==> config.mk <==
export PLATFORM = sky130hd
export DESIGN_NAME = r4_frac_div_seq_flat
export DESIGN_NICKNAME = d
export VERILOG_FILES = /design/src/rtl/r4_frac_div_seq_pkg.sv /design/src/rtl/r4_frac_div_seq_if.sv /design/src/rtl/r4_frac_div_seq_qds.sv /design/src/rtl/r4_frac_div_seq.sv /design/src/flat_wrapper.sv
export SDC_FILE = /design/constraint.sdc
export NUM_CORES = 1
export LEC_CHECK = 0
export BUFFER_PORTS_ARGS = -buffer_cell sky130_fd_sc_hd__buf_2
export CORE_ASPECT_RATIO = 1.75
export CORE_MARGIN = 4
export CORE_UTILIZATION = 30
export CTS_BUF_LIST = sky130_fd_sc_hd__clkbuf_4
export CTS_CLUSTER_SIZE = 40
export DETAILED_ROUTE_END_ITERATION = 10
export SYNTH_ARGS = -nofsm -noshare
export SYNTH_HDL_FRONTEND = slang
export SYNTH_SLANG_ARGS = --single-unit
==> constraint.sdc <==
create_clock -name clk -period 8.1 [get_ports clk]
set_clock_uncertainty 0.15 [all_clocks]
set_input_delay 0.405 -clock clk [delete_from_list [all_inputs] [get_ports clk]]
set_output_delay 0.405 -clock clk [all_outputs]
set_load 0.01 [all_outputs]
==> src/rtl/r4_frac_div_seq_pkg.sv <==
// Shared types, digit-selection thresholds and width helpers for the radix-4 SRT divider.
package r4_frac_div_pkg;

    typedef logic signed [6:0] est_t;
    typedef logic [4:0]        digit_t;

    localparam digit_t DIG_P2 = 5'b00001;
    localparam digit_t DIG_P1 = 5'b00010;
    localparam digit_t DIG_Z  = 5'b00100;
    localparam digit_t DIG_M1 = 5'b01000;
    localparam digit_t DIG_M2 = 5'b10000;

    typedef enum logic [1:0] {
        ST_IDLE = 2'd0,
        ST_ITER = 2'd1,
        ST_POST = 2'd2,
        ST_DONE = 2'd3
    } state_e;

    // Thresholds in eighths, indexed by divisor interval d in [1+i/8, 1+(i+1)/8).
    localparam est_t M_P2 [8] = '{7'sd12, 7'sd14, 7'sd16, 7'sd16, 7'sd18, 7'sd20, 7'sd20, 7'sd24};
    localparam est_t M_P1 [8] = '{7'sd3, 7'sd4, 7'sd4, 7'sd4, 7'sd6, 7'sd6, 7'sd8, 7'sd8};
    localparam est_t M_Z  [8] = '{-7'sd4, -7'sd4, -7'sd6, -7'sd6, -7'sd6, -7'sd8, -7'sd8, -7'sd8};
    localparam est_t M_M1 [8] = '{-7'sd13, -7'sd14, -7'sd16, -7'sd16, -7'sd18, -7'sd20, -7'sd20, -7'sd24};

    function automatic int calc_n(input int width);
        return width / 2 + 2;
    endfunction

    function automatic int calc_qw(input int width);
        return 2 * calc_n(width) - 1;
    endfunction

    function automatic int calc_rem_w(input int width);
        return width + 5;
    endfunction

endpackage

==> src/rtl/r4_frac_div_seq_if.sv <==
// Operand/result handshake bundle between the unpacker, the divider and the rounder.
interface r4_frac_div_seq_if
    import r4_frac_div_pkg::*;
#(
    parameter int WIDTH = 24
);
    localparam int QW = calc_qw(WIDTH);

    logic             start_valid_i;
    logic             start_ready_o;
    logic [WIDTH-1:0] dividend_i;
    logic [WIDTH-1:0] divisor_i;
    logic             flush_i;
    logic             finish_valid_o;
    logic             finish_ready_i;
    logic [QW-1:0]    quo_o;
    logic             rem_zero_o;

    modport slave (
        input  start_valid_i, dividend_i, divisor_i, flush_i, finish_ready_i,
        output start_ready_o, finish_valid_o, quo_o, rem_zero_o
    );

    modport master (
        output start_valid_i, dividend_i, divisor_i, flush_i, finish_ready_i,
        input  start_ready_o, finish_valid_o, quo_o, rem_zero_o
    );
endinterface

==> src/rtl/r4_frac_div_seq_qds.sv <==
// Radix-4 quotient digit selector: 7-bit remainder estimate and divisor interval in,
// one-hot digit out. QDS_ARCH picks the comparator style; all three are equivalent.
module r4_qds_v3
    import r4_frac_div_pkg::*;
#(
    parameter int QDS_ARCH = 0
) (
    input  est_t       est_i,
    input  logic [2:0] idx_i,
    output digit_t     digit_o
);
    est_t       thr [4];
    logic [3:0] ge;

    always_comb begin
        thr[0] = M_P2[idx_i];
        thr[1] = M_P1[idx_i];
        thr[2] = M_Z[idx_i];
        thr[3] = M_M1[idx_i];
    end

    generate
        if (QDS_ARCH == 1) begin : g_cmp
            // Flipping the sign bit maps two's complement order onto unsigned order.
            always_comb begin
                for (int k = 0; k < 4; k++)
                    ge[k] = {~est_i[6], est_i[5:0]} >= {~thr[k][6], thr[k][5:0]};
            end
        end else if (QDS_ARCH == 2) begin : g_add
            logic [7:0] diff [4];
            always_comb begin
                for (int k = 0; k < 4; k++) begin
                    diff[k] = {est_i[6], est_i} - {thr[k][6], thr[k]};
                    ge[k]   = $signed(diff[k]) >= 8'sd0;
                end
            end
        end else begin : g_native
            always_comb begin
                for (int k = 0; k < 4; k++)
                    ge[k] = est_i >= thr[k];
            end
        end
    endgenerate

    always_comb begin
        if (ge[0])      digit_o = DIG_P2;
        else if (ge[1]) digit_o = DIG_P1;
        else if (ge[2]) digit_o = DIG_Z;
        else if (ge[3]) digit_o = DIG_M1;
        else            digit_o = DIG_M2;
    end
endmodule

==> src/rtl/r4_frac_div_seq.sv <==
// Sequential radix-4 SRT mantissa divider, one digit per cycle with on-the-fly conversion.
// States: IDLE wait operands | ITER one digit per cycle | POST sign fix + sticky | DONE hold result
module r4_frac_div_seq
    import r4_frac_div_pkg::*;
#(
    parameter int WIDTH    = 24,
    parameter int QDS_ARCH = 0
) (
    input logic               clk,
    input logic               rst_n,
    r4_frac_div_seq_if.slave  bus
);
    localparam int N     = calc_n(WIDTH);
    localparam int QW    = calc_qw(WIDTH);
    localparam int REM_W = calc_rem_w(WIDTH);
    localparam int CW    = $clog2(N);

    state_e                   state_q, state_d;
    logic signed [REM_W-1:0]  w_q, d_q, w4, w_nxt, w_corr;
    logic [2:0]               idx_q;
    logic [QW-1:0]            q_q, qm_q, q_nxt, qm_nxt, quo_q;
    logic                     rem_zero_q;
    logic [CW-1:0]            cnt_q;
    logic                     accept;
    est_t                     est;
    digit_t                   digit;

    // Remainder carries WIDTH+1 fraction bits; estimate is 4w floored to eighths.
    assign w4     = w_q <<< 2;
    assign est    = w4[REM_W-1 -: 7];
    assign w_corr = w_q + d_q;
    assign accept = (state_q == ST_IDLE) && bus.start_valid_i && !bus.flush_i;

    r4_qds_v3 #(.QDS_ARCH(QDS_ARCH)) u_qds (
        .est_i   (est),
        .idx_i   (idx_q),
        .digit_o (digit)
    );

    always_comb begin
        w_nxt  = w4;
        q_nxt  = {q_q[QW-3:0], 2'd0};
        qm_nxt = {qm_q[QW-3:0], 2'd3};
        case (digit)
            DIG_P2: begin
                w_nxt  = w4 - (d_q <<< 1);
                q_nxt  = {q_q[QW-3:0], 2'd2};
                qm_nxt = {q_q[QW-3:0], 2'd1};
            end
            DIG_P1: begin
                w_nxt  = w4 - d_q;
                q_nxt  = {q_q[QW-3:0], 2'd1};
                qm_nxt = {q_q[QW-3:0], 2'd0};
            end
            DIG_M1: begin
                w_nxt  = w4 + d_q;
                q_nxt  = {qm_q[QW-3:0], 2'd3};
                qm_nxt = {qm_q[QW-3:0], 2'd2};
            end
            DIG_M2: begin
                w_nxt  = w4 + (d_q <<< 1);
                q_nxt  = {qm_q[QW-3:0], 2'd2};
                qm_nxt = {qm_q[QW-3:0], 2'd1};
            end
            default: ;
        endcase
    end

    always_ff @(posedge clk) begin
        if (!rst_n) state_q <= ST_IDLE;
        else        state_q <= state_d;
    end

    always_comb begin
        state_d = state_q;
        if (bus.flush_i) begin
            state_d = ST_IDLE;
        end else begin
            case (state_q)
                ST_IDLE: if (bus.start_valid_i) state_d = ST_ITER;
                ST_ITER: if (cnt_q == '0)       state_d = ST_POST;
                ST_POST: state_d = ST_DONE;
                ST_DONE: if (bus.finish_ready_i) state_d = ST_IDLE;
                default: state_d = ST_IDLE;
            endcase
        end
    end

    always_comb begin
        bus.start_ready_o  = (state_q == ST_IDLE);
        bus.finish_valid_o = (state_q == ST_DONE);
        bus.quo_o          = quo_q;
        bus.rem_zero_o     = rem_zero_q;
    end

    always_ff @(posedge clk) begin
        if (!rst_n) begin
            w_q        <= '0;
            d_q        <= '0;
            idx_q      <= '0;
            q_q        <= '0;
            qm_q       <= '0;
            cnt_q      <= '0;
            quo_q      <= '0;
            rem_zero_q <= 1'b0;
        end else begin
            case (state_q)
                ST_IDLE: if (accept) begin
                    w_q   <= {{(REM_W-WIDTH){1'b0}}, bus.dividend_i};
                    d_q   <= {3'b000, bus.divisor_i, 2'b00};
                    idx_q <= bus.divisor_i[WIDTH-2 -: 3];
                    q_q   <= '0;
                    qm_q  <= '0;
                    cnt_q <= CW'(N-1);
                end
                ST_ITER: begin
                    w_q  <= w_nxt;
                    q_q  <= q_nxt;
                    qm_q <= qm_nxt;
                    if (cnt_q != '0) cnt_q <= cnt_q - CW'(1);
                end
                ST_POST: if (!bus.flush_i) begin
                    if (w_q[REM_W-1]) begin
                        quo_q      <= qm_q;
                        w_q        <= w_corr;
                        rem_zero_q <= (w_corr == '0);
                    end else begin
                        quo_q      <= q_q;
                        rem_zero_q <= (w_q == '0);
                    end
                end
                default: ;
            endcase
        end
    end
endmodule

==> src/flat_wrapper.sv <==
// flat-port wrapper written by rule: the top's interface ports become plain ports
module r4_frac_div_seq_flat import r4_frac_div_pkg::*;
#(
    parameter int WIDTH    = 24,
    parameter int QDS_ARCH = 0
)
  (clk, rst_n, bus_start_valid_i, bus_dividend_i, bus_divisor_i, bus_flush_i, bus_finish_ready_i, bus_start_ready_o, bus_finish_valid_o, bus_quo_o, bus_rem_zero_o);
  r4_frac_div_seq_if #(.WIDTH(WIDTH)) bus_i ();
  input logic clk;
  input logic rst_n;
  input wire logic [$bits(bus_i.start_valid_i)-1:0] bus_start_valid_i;
  input wire logic [$bits(bus_i.dividend_i)-1:0] bus_dividend_i;
  input wire logic [$bits(bus_i.divisor_i)-1:0] bus_divisor_i;
  input wire logic [$bits(bus_i.flush_i)-1:0] bus_flush_i;
  input wire logic [$bits(bus_i.finish_ready_i)-1:0] bus_finish_ready_i;
  output wire logic [$bits(bus_i.start_ready_o)-1:0] bus_start_ready_o;
  output wire logic [$bits(bus_i.finish_valid_o)-1:0] bus_finish_valid_o;
  output wire logic [$bits(bus_i.quo_o)-1:0] bus_quo_o;
  output wire logic [$bits(bus_i.rem_zero_o)-1:0] bus_rem_zero_o;
  assign bus_i.start_valid_i = bus_start_valid_i;
  assign bus_i.dividend_i = bus_dividend_i;
  assign bus_i.divisor_i = bus_divisor_i;
  assign bus_i.flush_i = bus_flush_i;
  assign bus_i.finish_ready_i = bus_finish_ready_i;
  assign bus_start_ready_o = bus_i.start_ready_o;
  assign bus_finish_valid_o = bus_i.finish_valid_o;
  assign bus_quo_o = bus_i.quo_o;
  assign bus_rem_zero_o = bus_i.rem_zero_o;
  r4_frac_div_seq #(.WIDTH(WIDTH), .QDS_ARCH(QDS_ARCH)) u_core (.clk(clk), .rst_n(rst_n), .bus(bus_i));
endmodule
# Word-level counts from Yosys, hierarchy flattened
# Memory sizes are Yosys's and may differ from the RTL's.
# Cells that the tools add are included.
# classes
add_sub_neg	6
order_cmp	5
eq_ne	14
n_mux	31
bitwise_logic	3
reduce_logical	18
# op_table
operator	n
one-hot mux 27 bit (4 select lines)	2
one-hot mux 29 bit (4 select lines)	1
one-hot mux 27 bit (2 select lines)	2
two-way mux 29 bit	3
one-hot mux 29 bit (3 select lines)	1
adder 29 x 27 -> 29 bit	2
zero test 29 bit	2
two-way mux 7 bit	8
two-way mux 27 bit	2
adder 29 x 28 -> 29 bit	1
subtractor 29 x 27 -> 29 bit	1
subtractor 29 x 28 -> 29 bit	1
>= comparator 7 bit	4
two-way mux 5 bit	4
AND reduction 3 bit	3
two-way mux 4 bit	2
!= test 2 x 1 -> 1 bit, second input constant	4
one-hot mux 2 bit (4 select lines)	1
one-hot mux 4 bit (2 select lines)	1
two-way mux 2 bit	3
!= test 2 bit, second input constant	3
AND reduction 2 bit	3
== test 5 x 1 -> 1 bit, second input constant	1
== test 5 x 2 -> 1 bit, second input constant	1
18 further kinds	21
# totals
regBits	144
mem_bits_ro	224
in_bits	53
out_inout_bits	30
word_cells	91
mem_count	4
# mem_list
name	depth	width	read_ports	rd_ports_with_merged_regs	write_ports	line_no	rtl
(no name shown)	8	7	1	0	0	r4_frac_div_seq_qds.sv:19	thr[3] = M_M1[idx_i];
(no name shown)	8	7	1	0	0	r4_frac_div_seq_qds.sv:18	thr[2] = M_Z[idx_i];
(no name shown)	8	7	1	0	0	r4_frac_div_seq_qds.sv:17	thr[1] = M_P1[idx_i];
(no name shown)	8	7	1	0	0	r4_frac_div_seq_qds.sv:16	thr[0] = M_P2[idx_i];

# Logic depth before layout (Yosys ltp)
# Gate-level depths: netlist of run 1.
# logic_depth
ltp_word	12
depth_mapped	26
mapped_depth_nobuf	23

# By module
# From an unflattened synthesis of run 1, not the netlist that was laid out.
# unflattened
hier_cells	1613
area_unflattened_um2	11991.5
# by_module_without_submodules
mod	instances	cells_per_inst	area_per_inst_um2	seq_area_each_um2
r4_frac_div_seq	1	1543	11432.2	2822.7
r4_qds_v3	1	70	559.3	0.0

# Least setup slack after synthesis of run 1
# Ideal clock, no wire load.
# synth_path
path_kind	register to register
startpoint	register u_core.idx_q[1]
endpoint	register u_core.w_q[18]
setup_ns	0.122
t_arrival_ns	5.048
t_required_ns	7.828
slack_ns	2.781
path_stages_with_launch	25
path_buffers	3
synth_period_minus_slack_ns	5.319
path_cell_list	dfxtp_1 > clkbuf_1 > inv_1 > ha_1 > nor2b_1 > ha_1 > nand2b_1 > a211oi_1 > a2bb2oi_1 > and3_1 > clkbuf_1 > clkbuf_1 > nor2_1 > xor2_1 > ha_1 > nand2_1 > or3b_2 > o21ai_0 > a21oi_1 > nand2_1 > a221oi_1 > mux2_2 > a41oi_1 > a21oi_1 > o311a_1
# synth_via
elab_chain_cells	12
word_cells_on_any_way	27
classes_between	order compare (4); eq/ne (4); mux (14); bitwise (1); memory (4)
# synth_rtl
element	line_no	rtl
from (decl)	r4_frac_div_seq.sv:20	logic [2:0] idx_q;
from (signal assigned)	r4_frac_div_seq.sv:111	idx_q <= bus.divisor_i[WIDTH-2 -: 3];
NOT 3 -> 4 bit (implied by the code) *	n/a	
memory read (8 x 7 bit)	n/a	
two-way mux 7 bit (implied by the code) (2 in series)	r4_frac_div_seq_qds.sv:19	
>= comparator 7 bit	r4_frac_div_seq_qds.sv:40	ge[k] = est_i >= thr[k];
two-way mux 5 bit	r4_frac_div_seq_qds.sv:49	else if (ge[3]) digit_o = DIG_M1;
two-way mux 5 bit	r4_frac_div_seq_qds.sv:48	else if (ge[2]) digit_o = DIG_Z;
two-way mux 5 bit	r4_frac_div_seq_qds.sv:47	else if (ge[1]) digit_o = DIG_P1;
two-way mux 5 bit *	r4_frac_div_seq_qds.sv:46	if (ge[0]) digit_o = DIG_P2;
== test 5 bit (tied with other cells)	r4_frac_div_seq.sv:44	case (digit)
one-hot mux 29 bit (4 select lines) *	r4_frac_div_seq.sv:44	
one-hot mux 29 bit (3 select lines) *	r4_frac_div_seq.sv:107	case (state_q)
to (signal assigned)	r4_frac_div_seq.sv:109	w_q <= {{(REM_W-WIDTH){1'b0}}, bus.dividend_i};
to (signal assigned)	r4_frac_div_seq.sv:117	w_q <= w_nxt;
to (signal assigned)	r4_frac_div_seq.sv:125	w_q <= w_corr;
to (decl)	r4_frac_div_seq.sv:19	logic signed [REM_W-1:0] w_q, d_q, w4, w_nxt, w_corr;
# Every way passes the cells marked *; elsewhere a longest branch is shown, timed or not. The select of a mux whose other input is x is not followed.
# A chain may end at the register's enable or synchronous reset.

# Worst setup path after layout of run 1
# layout_path
startpoint	register u_core.idx_q[1]
endpoint	register u_core.w_q[25]
# The elaborated chain is that of the path after synthesis.

==> impl_results.md, run 1 <==
* Slew margin rel. at 0.263
* CP max stage cell: o31ai_1
* Pwr Total at 2.45 mW
* IO Count at between 80 and 90
* Final core utilization at 0.345
* Die Ht at around 270 um
* Share of Yosys cell area claimed by the top area cell type at 0.235
* Power Dens Cells at 181 nW/um^2
* Vias in the first global route at 12400
* H-tree depth at 4
* Synth top cells by count: nor2_1, nand2_1, a21oi_1
* Die Width at around 160 um
* Status: finished, final reports clean
* Total Die Area at roughly 43000 um^2
* Antenna violations before repair at 2
* Iter 0 DRT Violations at 900
* Vias at about 13000
* Delay of the slowest critical-path stage at around 0.65 ns
* Cell Rows at 96
* CTS tree: yes
* TritonCTS Sinks at around 140
* Global Route Usage Sum at 0.206
* Critical path startpoint category: flop
* First-pass GRT wire length at ~70000 um
* Number of flops mapped to enable cells by yosys at 0
* Slew @ Worst Pin at 1.10 ns
* Syn. warnings at 0
* Maximum number of pins on one net before global-route repair at 99
* Crit. End Element: flop
* Vias/cell at 5.67
* Setup Viol. Count Final at 0
* DR DRC count at 0
* Final Hold Vio Count at 0
* Fraction of the yosys area taken by sequential cells at 0.235
* Maximum fanout along the worst path at 22
* Routability cong. at approximately 1.0
* Most frequent cell after synthesis: nor2_1
* Clock buffer depth at 2
* Worst path required time at 8.47 ns
* Leakage at roughly 5.4 nW
* Final min period at 6.36 ns
* Wire per inst at between 20 and 25 um
* Placed cells at between 2000 and 2500
* Fmax at approximately 160 MHz
* Synthesized area per cell at ~7.3 um^2
* DP HPWL at ~34000 um
* Later-pin clock latency in the skew report at between 0.6 and 0.7 ns
* Share of layout cells above drive strength 1 at 0.102
* Root Buffer: clkbuf_4
* Overflow after GRT at 0
* Max Cap Violations at 0
* Area contributors post-synth: dfxtp_1, ha_1, a21oi_1
* CP bufs+invs at 2
* # port buffers at 82
* Non-Filler Instances at approximately 2200
* Hold_ws at approximately 0.055 ns
* Post-DRT Antenna Nets at 0
* Fin nets at 1871
* Crit path kind: flop to flop
* Clk slew on worst S/H paths at ~0.15 ns
* Cell accounting for the most synthesized area: dfxtp_1
* Total negative slack at 0 ns
* Hold/Removal Path Class: input pin to flop
* Worst EP arrival at between 6 and 7 ns
* Initial Util at 0.305
* Cts repair resizes at 0
* Fin crit share at 0.785
* Core area at 39400 um^2
* Worst IR Drop VDD at 0.0000996 V
* Syn Nets at ~1800
* TritonRoute pass-1 iters at 7
* Async set-or-reset flop fraction in the synthesized netlist at 0
* Inserted Clock Buffers at 17
* Crit-path cells: inv_1 > ha_1 > nand2_1 > o21ai_0 > ha_1 > nand2b_1 > a21boi_0 > o2111ai_1 > nand2_1 > nor2_1 > buf_4 > nor2_1 > xor2_1 > ha_1 > o211ai_1 > o211ai_1 > nand3_1 > o211a_1 > o31ai_1 > nand2_1 > a21bo_2 > xnor2_1 > o21ai_0 > a221oi_1
* Max Transition Viols Final at 0
* Mapped Cells at 1633
* Flop and latch count out of synthesis at ~140
* Netlist Area Pre-Place at 12000 um^2
* Filler cell count at about 4200
* Ys flop type: dfxtp_1
* Post-Route WL at 45900 um
* Critical path's top delay family: compound AO/OA/AOI/OAI gates
* Synth cell types at between 80 and 90
* Synthesis-to-finish area growth at 13.1%
* Unrepaired setup endpoints after global routing: false
-- worst paths after layout --
check                                          from                           endpoint  slack (ns)  cells past startpoint
setup / recovery       u_core.idx_q[1]$_SDFFE_PN0P_        u_core.w_q[25]$_SDFFE_PN0P_        1.74                     24
hold / removal                   bus_dividend_i[23]        u_core.w_q[23]$_SDFFE_PN0P_        0.06                      3
setup reg to reg       u_core.idx_q[1]$_SDFFE_PN0P_        u_core.w_q[25]$_SDFFE_PN0P_        1.74                     24
hold reg to reg   u_core.bus.quo_o[18]$_SDFFE_PN0P_  u_core.bus.quo_o[18]$_SDFFE_PN0P_        0.36                      2
-- flip-flops by register name, summed over array words and instances (netlist names) --
name                   count
u_core.bus.quo_o          27
u_core.bus.rem_zero_o      1
u_core.state_q             2
u_core.d_q                22
u_core.idx_q               2
u_core.w_q                29
u_core.q_q                27
u_core.cnt_q               4
u_core.qm_q               27
-- layout make-up --
| cell class | count | area, um^2 | share of cell area |
|---|---|---|---|
| antenna | 2 | 5.00 | 0.000369 |
| clock buffer | 17 | 128 | 0.00940 |
| multi-input combinational | 1361 | 8710 | 0.642 |
| sequential | 141 | 2820 | 0.208 |
| tap | 490 | 613 | 0.0452 |
| inverter | 39 | 149 | 0.0110 |
| timing repair buffer | 146 | 996 | 0.0734 |
| clock inverter | 15 | 149 | 0.0110 |
-- per-stage QoR --
step	instance area [um^2]	setup WS, ns
2_1_floorplan	12000	2.78
3_3_place_gp	12900	1.93
3_5_place_dp	12900	1.90
4_1_cts	13600	1.82
5_1_grt	13600	1.24
6_report	13600	1.74
-- logic make-up after synthesis --
logic type,count (synthesis),synth area share
flops,141,0.235
compound gates,508,0.269
xor+xnor,107,0.0781
buf+inv,131,0.0426
fa+ha+maj,112,0.119
mux,58,0.0488
simple gates,576,0.208
-- cells in the final DEF, fill, tap and decap left out, types with 19 or more instances in the layout --
cell type,synthesis,routed
nand3_1,19,19
nor3_1,26,26
o21ai_0,77,75
dfxtp_1,141,140
a21o_1,33,33
xor2_1,61,61
a31oi_1,21,20
ha_1,109,109
o211ai_1,21,21
inv_1,37,37
a211oi_1,43,42
buf_2,2,82
dlygate4sd3_1,0,42
xnor2_1,46,46
nand2_1,210,210
buf_4,0,22
a21oi_1,209,208
mux2i_1,54,54
nor2_1,226,224
-- worst register-to-register path, cell delays in order (launching register included) --
cell and delay [ns]:
dfxtp_1 0.57, inv_1 0.17, ha_1 0.25, nand2_1 0.08, o21ai_0 0.13, ha_1 0.31
nand2b_1 0.07, a21boi_0 0.11, o2111ai_1 0.43, nand2_1 0.14, nor2_1 0.16, buf_4 0.37
nor2_1 0.13, xor2_1 0.17, ha_1 0.39, o211ai_1 0.14, o211ai_1 0.34, nand3_1 0.18
o211a_1 0.32, o31ai_1 0.65, nand2_1 0.23, a21bo_2 0.25, xnor2_1 0.13, o21ai_0 0.09
a221oi_1 0.29
-- repair_timing --
item | in CTS | in global routing
buffers inserted | 0 | 0
hold buffers | 42 | 0
endpoints found under the hold margin | 43 | 0
-- metal layers --
layer	track usage	wire (um)
met1	0.205	16300
met2	0.365	22700
met3	0.0397	2430
met4	0.174	4400
met5	0	0
-- where the power goes --
| part | total (mW) | internal [mW] | switching, mW |
|---|---|---|---|
| Clock | 0.489 | 0.163 | 0.326 |
| Combinational | 1.20 | 0.452 | 0.743 |
| Sequential | 0.770 | 0.717 | 0.0528 |
No activity file was read; power rests on OpenSTA's default activity.
==> run 2: changes to the inputs <==
--- a/config.mk
+++ b/config.mk
@@ -5,6 +5,7 @@
 export SDC_FILE = /design/constraint.sdc
 export NUM_CORES = 1
 export LEC_CHECK = 0
+export ABC_AREA = 1
 export BUFFER_PORTS_ARGS = -buffer_cell sky130_fd_sc_hd__buf_2
 export CORE_ASPECT_RATIO = 1.75
 export CORE_MARGIN = 4
==> constraint.sdc (replaced) <==
create_clock -name clk -period 5.3 [get_ports clk]
set_clock_uncertainty 0.15 [all_clocks]
set_input_delay 0.265 -clock clk [delete_from_list [all_inputs] [get_ports clk]]
set_output_delay 0.265 -clock clk [all_outputs]
set_load 0.01 [all_outputs]
==> run 2 against run 1 <==
Clock-buffer cell count rose by 1. Fmax rose by 30%. Final area rose by 16%. Critical path type unchanged. Critical endpoint is now u_core.w_q[28]$_SDFFE_PN0P_. Highest routed layer unchanged.
==> impl_results.md, run 2 <==
* Root Buffer: clkbuf_4
* Fraction of the yosys area taken by sequential cells at 0.209 (-0.0260)
* Leading cell type in the layout, fill and taps excluded: nand2_1
* Wire per inst at 19.8 um (-4.4%)
* Fin crit share at 0.927 (+0.141)
* Post-DP Area at 14700 um^2 (+14%)
* Later-pin clock latency in the skew report at 0.63 ns (about the same)
* Maximum number of pins on one net before global-route repair at 88 (-11%)
* Clock buffer depth at 2 (unchanged)
* Share of layout cells above drive strength 1 at 0.0859 (-0.0159)
* # port buffers at 82 (unchanged)
* Vias at 16100 (+28%)
* Synthesis-to-finish area growth at 16.4%
* Power Internal at 2.50 mW (+88%)
* Post-Route WL at 59600 um (+30%)
* Fin nets at 2584 (+38%)
* Sw frac at 0.520 (+0.0624)
* Crit path kind: flop to flop
* Postcts setup bufs at 0 (unchanged)
* Worst path required time at 5.62 ns (-2.85 ns)
* Most frequent cells in the layout: nand2_1, nor2_1, a21oi_1
* Area contributors post-synth: dfxtp_1, nand2_1, ha_1
* Vias/cell at 5.36 (-5.6%)
* Setup Viol. Count Final at 0 (unchanged)
* NetSw at 2.70 mW (+140%)
* Crit. End Element: flop
* TritonCTS Sinks at 141 (unchanged)
* Post-DRT Antenna Nets at 0 (unchanged)
* TritonRoute pass-1 iters at 6 (-1)
* Share of Yosys cell area claimed by the top area cell type at 0.209 (-0.0260)
* Synth top cells by count: nand2_1, nor2_1, a21oi_1
* Clk network pwr share at 0.165 (-0.034)
* Global Route Usage Sum at 0.240 (+0.0347)
* DR DRC count at 0 (unchanged)
* Inserted Clock Buffers at 17 (unchanged)
* Unrepaired setup endpoints after global routing: false
* Number of flops mapped to enable cells by yosys at 0 (unchanged)
* Clk slew on worst S/H paths at 0.15 ns (about the same)
* Hold_ws at 0.0642 ns (+0.00873 ns)
* Mapped Cells at 2285 (+40%)
* Power Dens Cells at 331 nW/um^2 (+83%)
* Status: finished, final reports clean
* DP HPWL at 46800 um (+37%)
* Logic pwr share at 0.595 (+0.108)
* Ys flop type: dfxtp_1
* Max Transition Viols Final at 0 (unchanged)
* Antenna violations before repair at 1 (-1)
* Syn Nets at 2450 (+36%)
* Cell accounting for the most synthesized area: dfxtp_1
* Fmax at 204 MHz (+30%)
* IO Count at 83 (unchanged)
* Max FFs per register at 29 (unchanged)
* Total negative slack at 0 ns (unchanged)
* Final Hold Vio Count at 0 (unchanged)
* Synthesized area per cell at 5.90 um^2 (-20%)
* Overflow after GRT at 0 (unchanged)
* Worst EP arrival at 5.23 ns (-1.50 ns)
* First-pass GRT wire length at 90400 um (+29%)
* Synth cell types at 43 (-48%)
* Worst IR Drop VDD at 0.000178 V (+79%)
* Max Cap Violations at 0 (unchanged)
* Final min period at 4.91 ns (-1.45 ns)
* Vias in the first global route at 16200 (+30%)
* Total Die Area at 48600 um^2 (+12%)
* Die Ht at 289 um (+5.9%)
* Flop and latch count out of synthesis at 141 (unchanged)
* Core area at 44400 um^2 (+13%)
* H-tree depth at 4 (unchanged)
* Sequential share of power at 0.241 (-0.073)
* Most frequent cell after synthesis: nand2_1
* Cell Rows at 102 (+6.3%)
* CTS tree: yes
* Syn. warnings at 0 (unchanged)
* Critical path startpoint category: flop
* Hold/Removal Path Class: input pin to flop
* Leakage at 7.25 nW (+33%)
* Maximum fanout along the worst path at 7 (-68%)
* Slew @ Worst Pin at 1.09 ns (-0.0196 ns)
* Top reg by flops: u_core.w_q
* Iter 0 DRT Violations at 1172 (+30%)
* Netlist Area Pre-Place at 13500 um^2 (+12%)
* Slew margin rel. at 0.276 (+0.0131)
* Die Width at 168 um (+5.7%)
* Async set-or-reset flop fraction in the synthesized netlist at 0 (unchanged)
* Initial Util at 0.304 (-0.000808)
* Design area at 15700 um^2 (+16%)
* Pwr Total at 5.20 mW (+110%)
* Routability cong. at 0.991 (-2.7%)
==> run 2: changes by cell type after synthesis, moves of 28 or more <==
| cell | before | now |
|---|---|---|
| a211oi_1 | 43 | 1 |
| a21o_1 | 33 | 5 |
| a22oi_1 | 1 | 30 |
| inv_1 | 37 | 216 |
| mux2i_1 | 54 | 0 |
| nand2_1 | 210 | 640 |
| nand3_1 | 19 | 153 |
| nor2_1 | 226 | 288 |
| o21ai_0 | 77 | 142 |
| xnor2_1 | 46 | 12 |
==> run 2: path summary, 6_finish.rpt <==
check / depth (start not counted) / to / slack [ns] / from
setup / recovery: 27 / u_core.w_q[28]$_SDFFE_PN0P_ / 0.39 / u_core.idx_q[1]$_SDFFE_PN0P_
hold / removal: 5 / u_core.state_q[0]$_SDFFE_PP0P_ / 0.06 / bus_finish_ready_i
setup reg to reg: 27 / u_core.w_q[28]$_SDFFE_PN0P_ / 0.39 / u_core.idx_q[1]$_SDFFE_PN0P_
hold reg to reg: 1 / u_core.cnt_q[0]$_SDFFE_PN0P_ / 0.33 / u_core.cnt_q[0]$_SDFFE_PN0P_
==> run 2: kinds of logic after synthesis <==
kind of cell / Yosys count / synth area share
and+or+nand+nor: 1191 / 0.367
buffers and inverters: 313 / 0.0895
AOI/OAI and AO/OA: 482 / 0.198
DFF: 141 / 0.209
xor gates and xnor gates: 46 / 0.0299
adders and majority gates: 112 / 0.106
==> run 2: cell type report <==
cell class,instances,area [um^2]
antenna,1,2.50
clock buffer,18,135
clock inverter,14,191
fill,5014,28700
inverter,227,852
multi-input combinational,1831,9490
sequential,141,2820
tap,572,716
timing repair buffer,201,1490
==> run 2: power by group through the flow <==
| stage | sequential [mW] | combinational [mW] | clock [mW] |
|---|---|---|---|
| global route | 1.26 | 3.39 | 0.913 |
| detailed placement | 1.27 | 2.98 | 0 |
| finish | 1.25 | 3.09 | 0.856 |
| floorplan | 1.22 | 2.04 | 0 |
| CTS | 1.25 | 3.03 | 0.873 |
| global placement | 1.27 | 2.98 | 0 |
==> run 2: critical path: stages, from the launching register on <==
cell and delay, ns:
dfxtp_1 0.50, inv_1 0.19, ha_1 0.27, nor2_1 0.15, nor2_1 0.07, ha_1 0.27, nand4_1 0.09, nor2_1 0.04
nor2_1 0.20, nand2_1 0.12, buf_4 0.20, buf_4 0.19, nand2_1 0.18, inv_1 0.07, ha_1 0.42, inv_1 0.18
nor3_1 0.40, nand2_1 0.19, nor2_1 0.13, nand2_1 0.09, nand3_1 0.09, nand3_1 0.09, nand3_1 0.09, nand3_1 0.09
nand2_1 0.11, nand2_1 0.06, nand2_1 0.06, a21oi_1 0.05
==> run 2: timing repair <==
item,4_1_cts,5_1_grt
hold endpoints to repair,56,0
setup endpoints to repair,0,10
gates resized for setup,0,6
hold buffers,66,0
==> run 2: per-layer routing <==
metal | global-route usage | part of all wire | vias up
met1 | 0.243 | 0.35 | 7467
met5 | 0 | 0 | -
met3 | 0.0252 | 0.042 | 194
li1 | - | - | 7861
met4 | 0.173 | 0.082 | 0
met2 | 0.453 | 0.52 | 580
==> run 2: per-stage QoR <==
step | setup WS (ns) | utilization | instances
after floorplan | 1.16 | - | 2285
after global placement | 0.445 | 0.331 | 2906
after detailed placement | 0.304 | 0.331 | 2906
after CTS | 0.243 | 0.353 | 3004
after global routing | 0.0441 | 0.354 | 3005
final | 0.389 | 0.354 | 3005
